File: src/rtl/if_id_queue_pkg.sv
// Shared definitions for the IF/ID queue and decode-side consumers:
// MIPS instruction field positions, the NOP encoding and the queue entry type.
package if_id_queue_pkg;

    localparam int OPC_HI   = 31;
    localparam int OPC_LO   = 26;
    localparam int RS_HI    = 25;
    localparam int RS_LO    = 21;
    localparam int RT_HI    = 20;
    localparam int RT_LO    = 16;
    localparam int RD_HI    = 15;
    localparam int RD_LO    = 11;
    localparam int SHAMT_HI = 10;
    localparam int SHAMT_LO = 6;
    localparam int FUNCT_HI = 5;
    localparam int FUNCT_LO = 0;
    localparam int IMM_HI   = 15;
    localparam int IMM_LO   = 0;

    // sll $0,$0,0
    localparam logic [31:0] NOP_INSTR = 32'h0000_0000;

    typedef struct packed {
        logic [31:0] pc;
        logic [31:0] instr;
    } if_id_entry_t;

endpackage

File: src/rtl/if_id_queue_instr_field_split.sv
// Combinational split of a 32-bit MIPS instruction word into its fields.
// Shared with the decoder so both agree on field positions.
module instr_field_split
    import if_id_queue_pkg::*;
(
    input  logic [31:0] instr,
    output logic [5:0]  opcode,
    output logic [4:0]  rs,
    output logic [4:0]  rt,
    output logic [4:0]  rd,
    output logic [4:0]  shamt,
    output logic [5:0]  funct,
    output logic [15:0] imm16
);

    assign opcode = instr[OPC_HI:OPC_LO];
    assign rs     = instr[RS_HI:RS_LO];
    assign rt     = instr[RT_HI:RT_LO];
    assign rd     = instr[RD_HI:RD_LO];
    assign shamt  = instr[SHAMT_HI:SHAMT_LO];
    assign funct  = instr[FUNCT_HI:FUNCT_LO];
    assign imm16  = instr[IMM_HI:IMM_LO];

endmodule

File: src/rtl/if_id_queue.sv
// Fetch-to-decode instruction FIFO with flush; presents the head pre-split
// into MIPS fields and shows a NOP bubble with pc 0 when empty.
module if_id_queue
    import if_id_queue_pkg::*;
#(
    parameter int DEPTH = 2,
    parameter int PTR_W = 1
) (
    input  logic             clk,
    input  logic             rst,
    input  logic             flush,
    input  logic             in_valid,
    output logic             in_ready,
    input  logic [31:0]      in_pc,
    input  logic [31:0]      in_instr,
    output logic             out_valid,
    input  logic             out_ready,
    output logic [31:0]      out_pc,
    output logic [31:0]      out_pc_plus4,
    output logic [31:0]      out_instr,
    output logic [5:0]       out_opcode,
    output logic [4:0]       out_rs,
    output logic [4:0]       out_rt,
    output logic [4:0]       out_rd,
    output logic [4:0]       out_shamt,
    output logic [5:0]       out_funct,
    output logic [15:0]      out_imm16,
    output logic [PTR_W:0]   count
);

    localparam logic [PTR_W:0] FULL_CNT = (PTR_W+1)'(DEPTH);

    logic [PTR_W-1:0] wr_ptr_q, wr_ptr_d;
    logic [PTR_W-1:0] rd_ptr_q, rd_ptr_d;
    logic [PTR_W:0]   count_q, count_d;
    if_id_entry_t     mem_q [DEPTH];
    if_id_entry_t     mem_d [DEPTH];
    if_id_entry_t     head;
    logic             push, pop;

    // in_ready depends only on occupancy, never on out_ready
    assign in_ready  = (count_q < FULL_CNT);
    assign out_valid = (count_q != '0);
    assign push      = in_valid && in_ready && !flush;
    assign pop       = out_valid && out_ready && !flush;

    always_comb begin
        mem_d    = mem_q;
        wr_ptr_d = wr_ptr_q;
        rd_ptr_d = rd_ptr_q;
        count_d  = count_q;
        if (flush) begin
            wr_ptr_d = '0;
            rd_ptr_d = '0;
            count_d  = '0;
        end else begin
            if (push) begin
                mem_d[wr_ptr_q] = '{pc: in_pc, instr: in_instr};
                wr_ptr_d        = wr_ptr_q + PTR_W'(1);
            end
            if (pop) begin
                rd_ptr_d = rd_ptr_q + PTR_W'(1);
            end
            case ({push, pop})
                2'b10:   count_d = count_q + (PTR_W+1)'(1);
                2'b01:   count_d = count_q - (PTR_W+1)'(1);
                default: count_d = count_q;
            endcase
        end
    end

    always_ff @(posedge clk) begin
        if (rst) begin
            wr_ptr_q <= '0;
            rd_ptr_q <= '0;
            count_q  <= '0;
        end else begin
            wr_ptr_q <= wr_ptr_d;
            rd_ptr_q <= rd_ptr_d;
            count_q  <= count_d;
        end
    end

    // Storage needs no reset: it is only observed when count_q != 0.
    always_ff @(posedge clk) begin
        mem_q <= mem_d;
    end

    assign head         = mem_q[rd_ptr_q];
    assign out_pc       = out_valid ? head.pc : '0;
    assign out_pc_plus4 = out_valid ? (head.pc + 32'd4) : '0;
    assign out_instr    = out_valid ? head.instr : NOP_INSTR;
    assign count        = count_q;

    instr_field_split u_split (
        .instr  (out_instr),
        .opcode (out_opcode),
        .rs     (out_rs),
        .rt     (out_rt),
        .rd     (out_rd),
        .shamt  (out_shamt),
        .funct  (out_funct),
        .imm16  (out_imm16)
    );

endmodule

File: config.mk
export PLATFORM = sky130hd
export DESIGN_NAME = if_id_queue
export DESIGN_NICKNAME = d
export VERILOG_FILES = /design/src/rtl/if_id_queue_pkg.sv /design/src/rtl/if_id_queue_instr_field_split.sv /design/src/rtl/if_id_queue.sv
export SDC_FILE = /design/constraint.sdc
export NUM_CORES = 1
export LEC_CHECK = 0
export BUFFER_PORTS_ARGS = -buffer_cell sky130_fd_sc_hd__buf_2
export CORE_MARGIN = 4
export CORE_UTILIZATION = 51
export CTS_CLUSTER_DIAMETER = 120
export DETAILED_ROUTE_END_ITERATION = 10
export PLACE_DENSITY = 0.8
export SETUP_SLACK_MARGIN = 0.3
export SKIP_CTS_REPAIR_TIMING = 1
export SLEW_MARGIN = 0
export SYNTH_ARGS = -nofsm -noshare
export SYNTH_HDL_FRONTEND = slang
export SYNTH_HIERARCHICAL = 1
export SYNTH_SLANG_ARGS = --single-unit
File: constraint.sdc
create_clock -name clk -period 5.3 [get_ports clk]
set_clock_uncertainty 0.15 [all_clocks]
set_input_delay 0.795 -clock clk [delete_from_list [all_inputs] [get_ports clk]]
set_output_delay 0.795 -clock clk [all_outputs]
set_load 0.02 [all_outputs]
# --- After elaboration in Yosys (flattened, before gate mapping) ---
# Index checks and enable logic that the tools add are counted.
word_totals:
  ff_bits: 132
  latchBits: 0
  ramBits: 0
  mem_bits_ro: 0
  input_bits: 69
  n_memories: 0
classes:
  add_sub_neg: 5
  n_mul: 0
  div: 0
  order_cmp: 4
  n_eq_ne: 2
  shifts: 0
  muxes: 10
  bitwise_logic: 3
  reduce_logical: 10
ops:
  columns: ["op", "count"]
  rows:
  - ["2-to-1 mux 64 bit", 4]
  - ["bitwise mux 128 bit", 1]
  - ["2-to-1 mux 32 bit", 3]
  - ["demux 64 bit (select 1 bit)", 1]
  - ["adder 32 x 3 -> 32 bit, second input constant", 1]
  - ["logical AND 1 bit", 5]
  - ["greater-or-equal comparator 2 bit, second input constant", 2]
  - ["inverter 1 -> 2 bit", 2]
  - ["one-hot mux 2 bit (2 select lines)", 1]
  - ["nonzero test 2 bit", 2]
  - ["adder 1 bit, second input constant", 2]
  - ["adder 2 x 1 -> 2 bit, second input constant", 1]
  - ["equality test 2 x 1 -> 1 bit, second input constant", 1]
  - ["equality test 2 bit, second input constant", 1]
  - ["< comparator 2 x 1 -> 1 bit, second input constant", 1]
  - ["< comparator 2 bit, second input constant", 1]
  - ["AND reduction 2 bit", 1]
  - ["OR reduction 2 bit", 1]
  - ["subtractor 2 x 1 -> 2 bit, second input constant", 1]
  - ["logical NOT 1 bit", 1]
  - ["inverter 1 bit", 1]

# --- Depth between registers and ports, before layout ---
# Gate-level depths: netlist (run 1).
depth:
  ltp_word: 6
  ltp_mapped: 11
  ltp_nobuf: 9

# --- Hierarchy ---
# Netlist (run 1), hierarchy kept.
modules_own_cells:
  columns: ["mod", "instances", "cells_per_inst", "area_per_inst_um2"]
  rows:
  - ["if_id_queue", 1, 463, 6065.8]
  - ["instr_field_split", 1, 48, 360.3]

# --- Least setup slack after synthesis (run 1) ---
# No wires, ideal clock.
synth_timing:
  path_kind: "in2reg"
  startpoint: "input flush"
  endpoint: "register mem_q[100] in the netlist's numbering, enable pin"
  setup_ps: 487
  arrival_ps: 3769
  setup_slack_ps: 894
  stages: 4
  path_buffers: 0
  cell_sequence: "inv_1 -> and3_1 -> inv_1 -> nor2_1"
synth_between:
  elab_chain_len: 3
  word_cells_on_any_way: 4
  classes_between: "1 x bitwise; 3 x reduce/logical"
synth_rtl:
  columns: ["element", "line", "rtl"]
  rows:
  - ["start: declaration", "if_id_queue.sv:11", "input logic flush,"]
  - ["logical NOT 1 bit", "if_id_queue.sv:44", "assign push = in_valid && in_ready && !flush;"]
  - ["logical AND 1 bit", "if_id_queue.sv:44", null]
  - ["AND reduction 2 bit (no source line) (*)", null, null]
  - ["end signal: assignment", "if_id_queue.sv:86", "mem_q <= mem_d;"]
  - ["end: declaration", "if_id_queue.sv:36", "if_id_entry_t mem_q [DEPTH];"]
# Mark *: on every way between the ends. The rest lies on a longest branch, timed or not.
# A chain may end at the register's enable or synchronous reset.

# --- Worst setup path in the final report (run 1) ---
layout_timing:
  startpoint: "register rd_ptr_q"
  endpoint: "output out_pc_plus4[30]"
layout_between:
  elab_chain_len: 6
layout_rtl:
  columns: ["element", "line", "rtl"]
  rows:
  - ["start: declaration", "if_id_queue.sv:34", "logic [PTR_W-1:0] rd_ptr_q, rd_ptr_d;"]
  - ["start signal: assignment", "if_id_queue.sv:79", "rd_ptr_q <= rd_ptr_d;"]
  - ["inverter 1 -> 2 bit (not written as such)", "if_id_queue.sv:89", "assign head = mem_q[rd_ptr_q];"]
  - ["2-to-1 mux 64 bit (not written as such) (3 in series)", "if_id_queue.sv:89", null]
  - ["adder 32 x 3 -> 32 bit", "if_id_queue.sv:91", "assign out_pc_plus4 = out_valid ? (head.pc + 32'd4) : '0;"]
  - ["2-to-1 mux 32 bit", "if_id_queue.sv:91", null]
  - ["end: declaration", "if_id_queue.sv:19", "output logic [31:0] out_pc_plus4,"]
# Every way passes these cells. The select of a mux whose other input is x is not followed.

==> impl_metrics.json, run 1 <==
{
  "status": "finished clean",
  "synthDistinctLibCells": 45,
  "period_minus_slack_ns": 4.48,
  "wirelength_um": 15200,
  "clkSinkCount": 132,
  "fin_area_um2": 7910,
  "critPathLaunchType": "flop",
  "dpl_cell_area_um2": 7290,
  "final_cells": 860,
  "synthesis.area_um2": 6430,
  "fin_util_pct": 65.0,
  "synth_seq_area_share_pct": 61.1,
  "clockBufferDepth": 2,
  "drc": 0,
  "finalCritPeriodShare_pct": 84.5,
  "synth_edf_count": 128,
  "ios": 217,
  "hold_path_end": "mem_q[68]$_DFFE_PP_",
  "slew_headroom_pct": 33.2,
  "arrival_ns": 3.53,
  "die_y_um": 120,
  "ys_top_cells_by_area": "edfxtp_1 (60%), mux2i_1 (9.2%), buf_4 (6.1%), nor2_1 (4.8%), xnor2_1 (2.2%)",
  "worstMarginPinSlew_ns": 1.00,
  "num_vias": 4526,
  "clk_pin_slew_ns": 0.05,
  "ys_ff_latch": 132,
  "min_path_cells": 1,
  "grt_pass1_vias": 4662,
  "grt_start_max_net_pins": 75,
  "yosys_most_used_dff": "edfxtp_1",
  "num-nets-final": 750,
  "crit_path_end_kind": "primary output",
  "dp_cells": 828,
  "synth_top_area_cell": "edfxtp_1",
  "grt_first_pass_wirelength_um": 23300,
  "rsz0062_at_grt": "false",
  "worstPathMaxFanout": 74,
  "p_leak_uw": 0.00317,
  "die_area_um2": 14500,
  "synth_warnings": 6,
  "wl_per_cell_um": 17.6,
  "fin_setup_tns_ns": 0,
  "synth_area_per_cell_um2": 12.6,
  "cts_tree": "yes",
  "dp_hpwl_um": 10700,
  "die_x_um": 120,
  "hold_start": "in_instr[4]",
  "clock_latency_ns": 0.40,
  "final-setup-viol-count": 0,
  "drive_above_1_share_pct": 38.2,
  "yosysTopAreaCellShare_pct": 59.8,
  "r2r_end": "count[1]$_SDFFE_PP0P_",
  "cts_root_buf": "clkbuf_16",
  "h-tree-depth": 4,
  "drtPass1Iterations": 5,
  "cap_viol_max_count": 0,
  "core_area_um2": 12200,
  "initial_core_util_pct": 52.8,
  "cp.required_ns": 4.36,
  "overflow": 0,
  "gp_congestion": 0.882,
  "peakVddDrop_uv": 268,
  "syn_inst": 511,
  "power_density_nw_per_um2": 328,
  "grt_usage_pct": 20.9,
  "port_buffers": 216,
  "first_iter_violations": 271,
  "rr_worst_depth": 8,
  "synth_fp_nets": 582,
  "reg2reg_from": "count[1]$_SDFFE_PP0P_",
  "rows": 40,
  "drv_slew": 0,
  "rrSetupSlack_ns": 2.63,
  "antenna_left": 0,
  "antenna_found_initial": 3,
  "vias_per_cell": 5.26,
  "report.final.hold_viol_count": 0,
  "synthArstFlopShare_pct": 0,
  "fmax_mhz": 223,
  "worstSetupPathType": "flop to primary output",
  "area_growth_pct": 23.1,
  "numCtsBuffers": 17,
  "hp-class": "primary input to flop",
  "diodes": 0
}
-- kinds of logic after synthesis --
kind of cell	share of synthesized area [%]
simple gates	13.3
flops	61.1
buf+inv	7.89
mux	9.72
compound gates	4.54
xor+xnor	3.13
fa+ha+maj	0.389
-- cells in the final DEF, fill, tap and decap left out, types with 4 or more instances in the layout --
cell / count
xor2_1: 7
buf_4: 5
a31oi_1: 4
edfxtp_1: 128
clkbuf_16: 17
nand3_1: 16
buf_2: 216
and2_1: 5
nor2_1: 80
bufinv_16: 4
xnor2_1: 16
nand4_1: 10
nand2_1: 27
inv_1: 6
nor3_1: 6
and3_1: 4
mux2i_1: 59
nand3b_1: 4
o31ai_1: 6
a21oi_1: 4
nand4b_1: 5
o21ai_0: 9
-- synth_stat cells (5+ instances only) --
cell,count
edfxtp_1,128
nor2_1,82
mux2i_1,59
buf_4,52
nand2_1,27
nand3_1,16
xnor2_1,16
nand4_1,10
buf_2,9
o21ai_0,9
xor2_1,7
and2_1,6
inv_1,6
nor3_1,6
o31ai_1,6
buf_1,5
clkbuf_1,5
nand4b_1,5
-- stage by stage --
stage,power (uW),worst slack [ns],hold WS (ns)
detailed placement,1420,1.22,0.434
global route,2680,0.629,0.405
CTS,2610,0.778,0.406
finish,2590,0.821,0.423
floorplan,1350,0.894,0.378
global placement,1410,1.29,0.429
-- routing by layer --
metal / share of wire [%] / GRT usage [%] / routed length, um
met5: 0.19 / 0 / 29
met4: 3.0 / 10.3 / 460
met3: 8.7 / 7.20 / 1320
met2: 50 / 36.2 / 7560
met1: 38 / 23.0 / 5810
-- state kept, by name (all words and copies together), names as in the netlist --
name	flops
rd_ptr_q	1
wr_ptr_q	1
mem_q	128
count	2
-- worst max path at each step --
stage	slack [ns]	from	to
6_report	0.82	rd_ptr_q$_SDFFE_PP0P_	out_pc_plus4[30]
5_1_grt	0.63	rd_ptr_q$_SDFFE_PP0P_	out_pc_plus4[30]
4_1_cts	0.78	rd_ptr_q$_SDFFE_PP0P_	out_pc_plus4[30]
3_5_place_dp	1.22	rd_ptr_q$_SDFFE_PP0P_	out_pc_plus4[30]
3_3_place_gp	1.29	rd_ptr_q$_SDFFE_PP0P_	out_pc_plus4[30]
2_1_floorplan	0.89	flush	mem_q[100]$_DFFE_PP_
-- cell type report --
type / instances / area [um^2]
Fill cell: 902 / 4250
Clock inverter: 14 / 186
Timing Repair Buffer: 221 / 1120
Multi-Input combinational cell: 301 / 2010
Tap cell: 168 / 210
Sequential cell: 132 / 3930
Inverter: 6 / 22.5
Clock buffer: 18 / 429
-- power breakdown --
| group | internal, uW | switching [uW] |
|---|---|---|
| sequential | 1180 | 16.5 |
| combinational | 70.9 | 133 |
| clock | 782 | 409 |
| total | 2030 | 559 |
-- worst max-delay path, cell delays in order (launching register included) --
cell and delay [ns]:
dfxtp_4 1.01, mux2_2 0.34, ha_1 0.19, inv_1 0.08
a211oi_1 0.20, buf_4 0.22, nand4_1 0.27, o31a_1 0.38
nor3_1 0.19, buf_2 0.21
No activity file was read; power rests on OpenSTA's default activity.
==> inputs of run 2 (changes only) <==
- ABC_AREA: not set -> 1
- CORE_UTILIZATION: 51 -> 46
- PLACE_DENSITY: 0.8 -> 0.76
- clock period: 5.3 -> 3.7 ns (I/O delays scaled with it)
==> run 2 against run 1 <==
Effect of this change:
- setup slack got worse by 0.28 ns
- sequential share of layout area is 0.73 points lower
- synthesized cell count up 37%
- die area increased by 12%
- sequential power increased by 42%
- highest routed layer unchanged
- largest cell class unchanged
- clock power rose by 36%
- total power up 39%
- via count is 11% higher
- utilization is 7.4 points lower
==> impl_metrics.json, run 2 <==
{
  "status": "finished clean",
  "crit_path_end_kind": "primary output",
  "gp_congestion": 0.887,
  "largest_register_ffs": 128,
  "synth_seq_area_share_pct": 59.9,
  "diodes": 0,
  "die_x_um": 127,
  "synthesis.area_um2": 6550,
  "synth_area_per_cell_um2": 9.34,
  "largest_register": "mem_q",
  "report.final.hold_viol_count": 0,
  "arrival_ns": 2.46,
  "num_vias": 5038,
  "whs_ns": 0.180,
  "critPathLaunchType": "flop",
  "cts_root_buf": "clkbuf_16",
  "combPwrFrac_pct": 7.9,
  "ios": 217,
  "synth_warnings": 6,
  "numCtsBuffers": 17,
  "fin_area_um2": 8030,
  "synth_top_area_cell": "edfxtp_1",
  "finalCritPeriodShare_pct": 85.5,
  "dp_hpwl_um": 10600,
  "synth_fp_nets": 772,
  "grt_pass1_vias": 4736,
  "switching_share_pct": 23.0,
  "mostFrequentLayoutCells": "nand2_1 (240), buf_2 (216), edfxtp_1 (128), inv_1 (64), nor2_1 (62)",
  "initial_core_util_pct": 47.0,
  "worstSetupPathType": "flop to primary output",
  "num-nets-final": 942,
  "cap_viol_max_count": 0,
  "grt_usage_pct": 18.2,
  "cts_tree": "yes",
  "wl_per_cell_um": 14.0,
  "clockBufferDepth": 2,
  "worstPathMaxFanout": 26,
  "synthTopCellsByCount": "nand2_1 (240), edfxtp_1 (128), nor2_1 (65)",
  "worstMarginPinSlew_ns": 0.870,
  "yosysMostFrequentCell": "nand2_1",
  "power_switching_uw": 830,
  "hp-class": "primary input to flop",
  "drive_above_1_share_pct": 32.9,
  "ys_ff_latch": 132,
  "power.share.clock_pct": 45.0,
  "cp.required_ns": 2.99,
  "port_buffers": 216,
  "rrSetupSlack_ns": 1.41,
  "clkSinkCount": 132,
  "die_area_um2": 16200,
  "core_area_um2": 13900,
  "drc": 0,
  "dpl_cell_area_um2": 7430,
  "fmax_mhz": 316,
  "drtPass1Iterations": 5,
  "slew_headroom_pct": 42.0,
  "peakVddDrop_uv": 313,
  "overflow": 0,
  "grt_start_max_net_pins": 73,
  "wirelength_um": 14900,
  "synth_edf_count": 128,
  "h-tree-depth": 4,
  "period_minus_slack_ns": 3.16,
  "drv_slew": 0,
  "synthDistinctLibCells": 28,
  "area_growth_pct": 22.5,
  "final-setup-viol-count": 0,
  "yosysTopAreaCellShare_pct": 58.7,
  "clock_latency_ns": 0.40,
  "p_leak_uw": 0.00377,
  "vias_per_cell": 4.73,
  "synthArstFlopShare_pct": 0,
  "grt_first_pass_wirelength_um": 23100,
  "fin_util_pct": 57.6,
  "antenna_left": 0,
  "yosys_most_used_dff": "edfxtp_1",
  "power_density_nw_per_um2": 449,
  "rsz0062_at_grt": "false",
  "intPower_uw": 2770,
  "rows": 43,
  "clk_pin_slew_ns": 0.06,
  "die_y_um": 127,
  "totalPowerFinal_uw": 3600,
  "syn_inst": 701,
  "first_iter_violations": 297,
  "seq_power_share_pct": 47.1,
  "layout_commonest_cell": "nand2_1",
  "ys_top_cells_by_area": "edfxtp_1 (59%), nand2_1 (14%), buf_4 (6.0%), a21oi_1 (4.2%), nor2_1 (3.7%)",
  "antenna_found_initial": 2
}
==> run 2: cell type report <==
| type | count | area (um^2) |
|---|---|---|
| Multi-Input combinational cell | 432 | 1910 |
| Fill cell | 1212 | 5910 |
| Timing Repair Buffer | 223 | 1140 |
| Tap cell | 180 | 225 |
| Clock inverter | 15 | 154 |
| Clock buffer | 17 | 425 |
| Inverter | 65 | 246 |
| Sequential cell | 132 | 3930 |
==> run 2: through the flow <==
| stage | instances | worst slack (ns) | TNS (ns) |
|---|---|---|---|
| final | 1064 | 0.538 | 0 |
| after global routing | 1064 | 0.347 | 0 |
| after CTS | 1064 | 0.359 | 0 |
| after detailed placement | 1032 | 0.807 | 0 |
| after global placement | 1032 | 0.814 | 0 |
| after floorplan | 701 | -0.413 | -52.88 |
==> run 2: final timing paths <==
| path | cells after the start | start | end |
|---|---|---|---|
| worst min register to register | 2 | count[0]$_SDFFE_PP0P_ | count[0]$_SDFFE_PP0P_ |
| worst min-delay path | 1 | in_instr[26] | mem_q[26]$_DFFE_PP_ |
| worst max-delay path | 10 | rd_ptr_q$_SDFFE_PP0P_ | out_pc_plus4[19] |
| worst max register to register | 7 | count[0]$_SDFFE_PP0P_ | count[0]$_SDFFE_PP0P_ |
==> run 2: cell families after synthesis <==
kind of cell    count (synthesis)  share of synthesized area [%]
compound gates                 72                           5.63
xor+xnor                        1                          0.134
fa+ha+maj                       2                          0.382
buf+inv                       137                           11.3
flops                         132                           59.9
simple gates                  357                           22.6
==> run 2: worst max-delay path, stage by stage, from the launching register on <==
cell and delay [ns]:
dfxtp_4 0.48, buf_6 0.26, nand2_1 0.10, nand2_1 0.12
nand2_1 0.09, nor2_1 0.19, nand2_1 0.12, nor2_4 0.23
a21oi_1 0.10, nor2_1 0.16, buf_2 0.19
==> run 2: layer usage <==
metal	track usage, %	wire length (um)
met4	5.43	159
met3	4.97	1150
met2	32.0	7410
met5	0	27
met1	21.9	6110
==> run 2: power by group through the flow <==
stage	combinational (uW)	clock, uW	sequential [uW]
2_1_floorplan	189	0	1730
3_3_place_gp	281	0	1730
3_5_place_dp	285	0	1730
4_1_cts	286	1640	1700
5_1_grt	314	1720	1700
6_report	284	1620	1700
==> inputs of run 3 (changes only) <==
- CORE_ASPECT_RATIO: not set -> 0.75
==> run 3 against run 2 <==
Effect of this change:
- setup slack worse by 0.058 ns
- critical endpoint unchanged
- largest power group unchanged
- clock power rose by 3%
- non-clock buffer count is 1 higher
- design area increased by 0.45%
- register-to-register slack is essentially flat
- wire length grew 6.1%
==> impl_metrics.json, run 3 (synthesis results as in run 2) <==
{
  "status": "finished clean",
  "fin_util_pct": 58.2,
  "die_y_um": 111,
  "power.share.clock_pct": 45.6,
  "peakVddDrop_uv": 328,
  "wirelength_um": 15800,
  "antenna_left": 0,
  "drv_slew": 0,
  "reg2reg_from": "count[0]$_SDFFE_PP0P_",
  "crit_path_end_kind": "primary output",
  "dp_cells": 1028,
  "hold_path_end": "mem_q[66]$_DFFE_PP_",
  "p_leak_uw": 0.00378,
  "antenna_found_initial": 4,
  "fill_cells": 1137,
  "clk_pin_slew_ns": 0.06,
  "largest_register": "mem_q",
  "final-setup-viol-count": 0,
  "seqCellArea_um2": 3930,
  "worstSetupPathType": "flop to primary output",
  "worstPathMaxFanout": 28,
  "multiInputGateArea_um2": 1910,
  "diodes": 0,
  "die_area_um2": 16200,
  "drive_above_1_share_pct": 33.1,
  "first_iter_violations": 348,
  "dp_hpwl_um": 11400,
  "intPower_uw": 2780,
  "mostFrequentLayoutCells": "nand2_1 (240), buf_2 (216), edfxtp_1 (128), inv_1 (64), nor2_1 (62)",
  "area_growth_pct": 23.1,
  "port_buffers": 216,
  "cpMaxStageDelayCell": "dfxtp_2",
  "hold_start": "in_instr[2]",
  "period_minus_slack_ns": 3.22,
  "cts_root_buf": "clkbuf_16",
  "clkSinkCount": 132,
  "grt_pass1_vias": 4804,
  "grt_start_max_net_pins": 73,
  "largest_register_ffs": 128,
  "max_stage_delay_ns": 0.35,
  "arrival_ns": 2.51,
  "report.final.hold_viol_count": 0,
  "die_x_um": 146,
  "power_density_nw_per_um2": 453,
  "whs_ns": 0.185,
  "slew_headroom_pct": 47.3,
  "gp_congestion": 0.897,
  "rsz0062_at_grt": "true",
  "layout_commonest_cell": "nand2_1",
  "drtPass1Iterations": 5,
  "rrSetupSlack_ns": 1.41,
  "crit_path_cell_trace": "clkinv_2, nand2_1, nand2_1, nand2_1, nor2_4, nand2_1, nor2_4, a21oi_1, nor2_1, buf_2",
  "grt_first_pass_wirelength_um": 24800,
  "critPathLaunchType": "flop",
  "core_area_um2": 13800,
  "hp-class": "primary input to flop",
  "overflow": 0,
  "finalCritPeriodShare_pct": 87.0,
  "fmax_mhz": 311,
  "switching_share_pct": 23.7,
  "crit_top_cell": "nand2_1",
  "clockBufferDepth": 2,
  "cap_viol_max_count": 0,
  "vias_per_cell": 4.79,
  "cts_tree": "yes",
  "h-tree-depth": 4,
  "rows": 37,
  "worstMarginPinSlew_ns": 0.790,
  "min_path_cells": 1,
  "grt_usage_pct": 19.3,
  "cp.required_ns": 2.99,
  "wl_per_cell_um": 14.9,
  "ios": 217,
  "final_cells": 1060,
  "seq_power_share_pct": 46.4,
  "r2r_end": "count[0]$_SDFFE_PP0P_",
  "initial_core_util_pct": 47.3,
  "numCtsBuffers": 17,
  "num-nets-final": 943,
  "num_vias": 5074,
  "rr_worst_depth": 7,
  "power_switching_uw": 867,
  "clock_latency_ns": 0.41,
  "combPwrFrac_pct": 7.9,
  "drc": 0
}
run 3: cell count changes in the layout (fill, tap and decap cells not counted), sizes merged:
| cell | before | now |
|---|---|---|
| inv | 70 | 71 |
| clkinv | 6 | 4 |
| buf | 223 | 224 |
| clkinvlp | 2 | 3 |
run 3: layout make-up:
type	count	area share [%]
Clock buffer	17	5.28
Timing Repair Buffer	224	14.5
Inverter	65	3.04
Sequential cell	132	48.7
Multi-Input combinational cell	432	23.7
Clock inverter	15	2.08
Tap cell	175	2.72
run 3: how the worst max path moves through the flow:
stage | slack, ns | endpoint | startpoint | depth (start not counted)
floorplan | -0.41 | mem_q[0]$_DFFE_PP_ | flush | 2
global placement | 0.89 | out_pc_plus4[20] | rd_ptr_q$_SDFFE_PP0P_ | 11
detailed placement | 0.81 | out_pc_plus4[20] | rd_ptr_q$_SDFFE_PP0P_ | 11
CTS | 0.37 | out_pc_plus4[20] | rd_ptr_q$_SDFFE_PP0P_ | 11
global route | 0.31 | out_pc_plus4[19] | rd_ptr_q$_SDFFE_PP0P_ | 11
finish | 0.48 | out_pc_plus4[19] | rd_ptr_q$_SDFFE_PP0P_ | 10
run 3: layer usage:
metal  vias up  wire length [um]  GRT usage [%]
li1       2574                 -              -
met1      2239              6660           24.9
met2       225              7280           31.1
met3        28              1540           6.79
met4         8               228           5.69
met5         -                57              0
run 3: metrics by stage:
step | setup slack [ns] | instance area, um^2 | total power [uW] | setup TNS, ns
after global routing | 0.306 | 8060 | 3790 | 0
after CTS | 0.365 | 8040 | 3680 | 0
after detailed placement | 0.812 | 7450 | 2020 | 0
after floorplan | -0.413 | 6550 | 1920 | -52.88
after global placement | 0.891 | 7450 | 2010 | 0
final | 0.481 | 8060 | 3650 | 0
run 3: power by group through the flow:
stage | registers, uW | logic [uW] | clock network, uW
2_1_floorplan | 1730 | 189 | 0
3_3_place_gp | 1730 | 287 | 0
3_5_place_dp | 1730 | 290 | 0
4_1_cts | 1700 | 291 | 1700
5_1_grt | 1700 | 319 | 1770
6_report | 1700 | 289 | 1670
run 3: critical path: cells and delay by family, from the launching register on:
kind	cells	cell delay, ns
buf+inv	2	0.49
simple gates	7	1.16
compound gates	1	0.10
flops	1	0.35
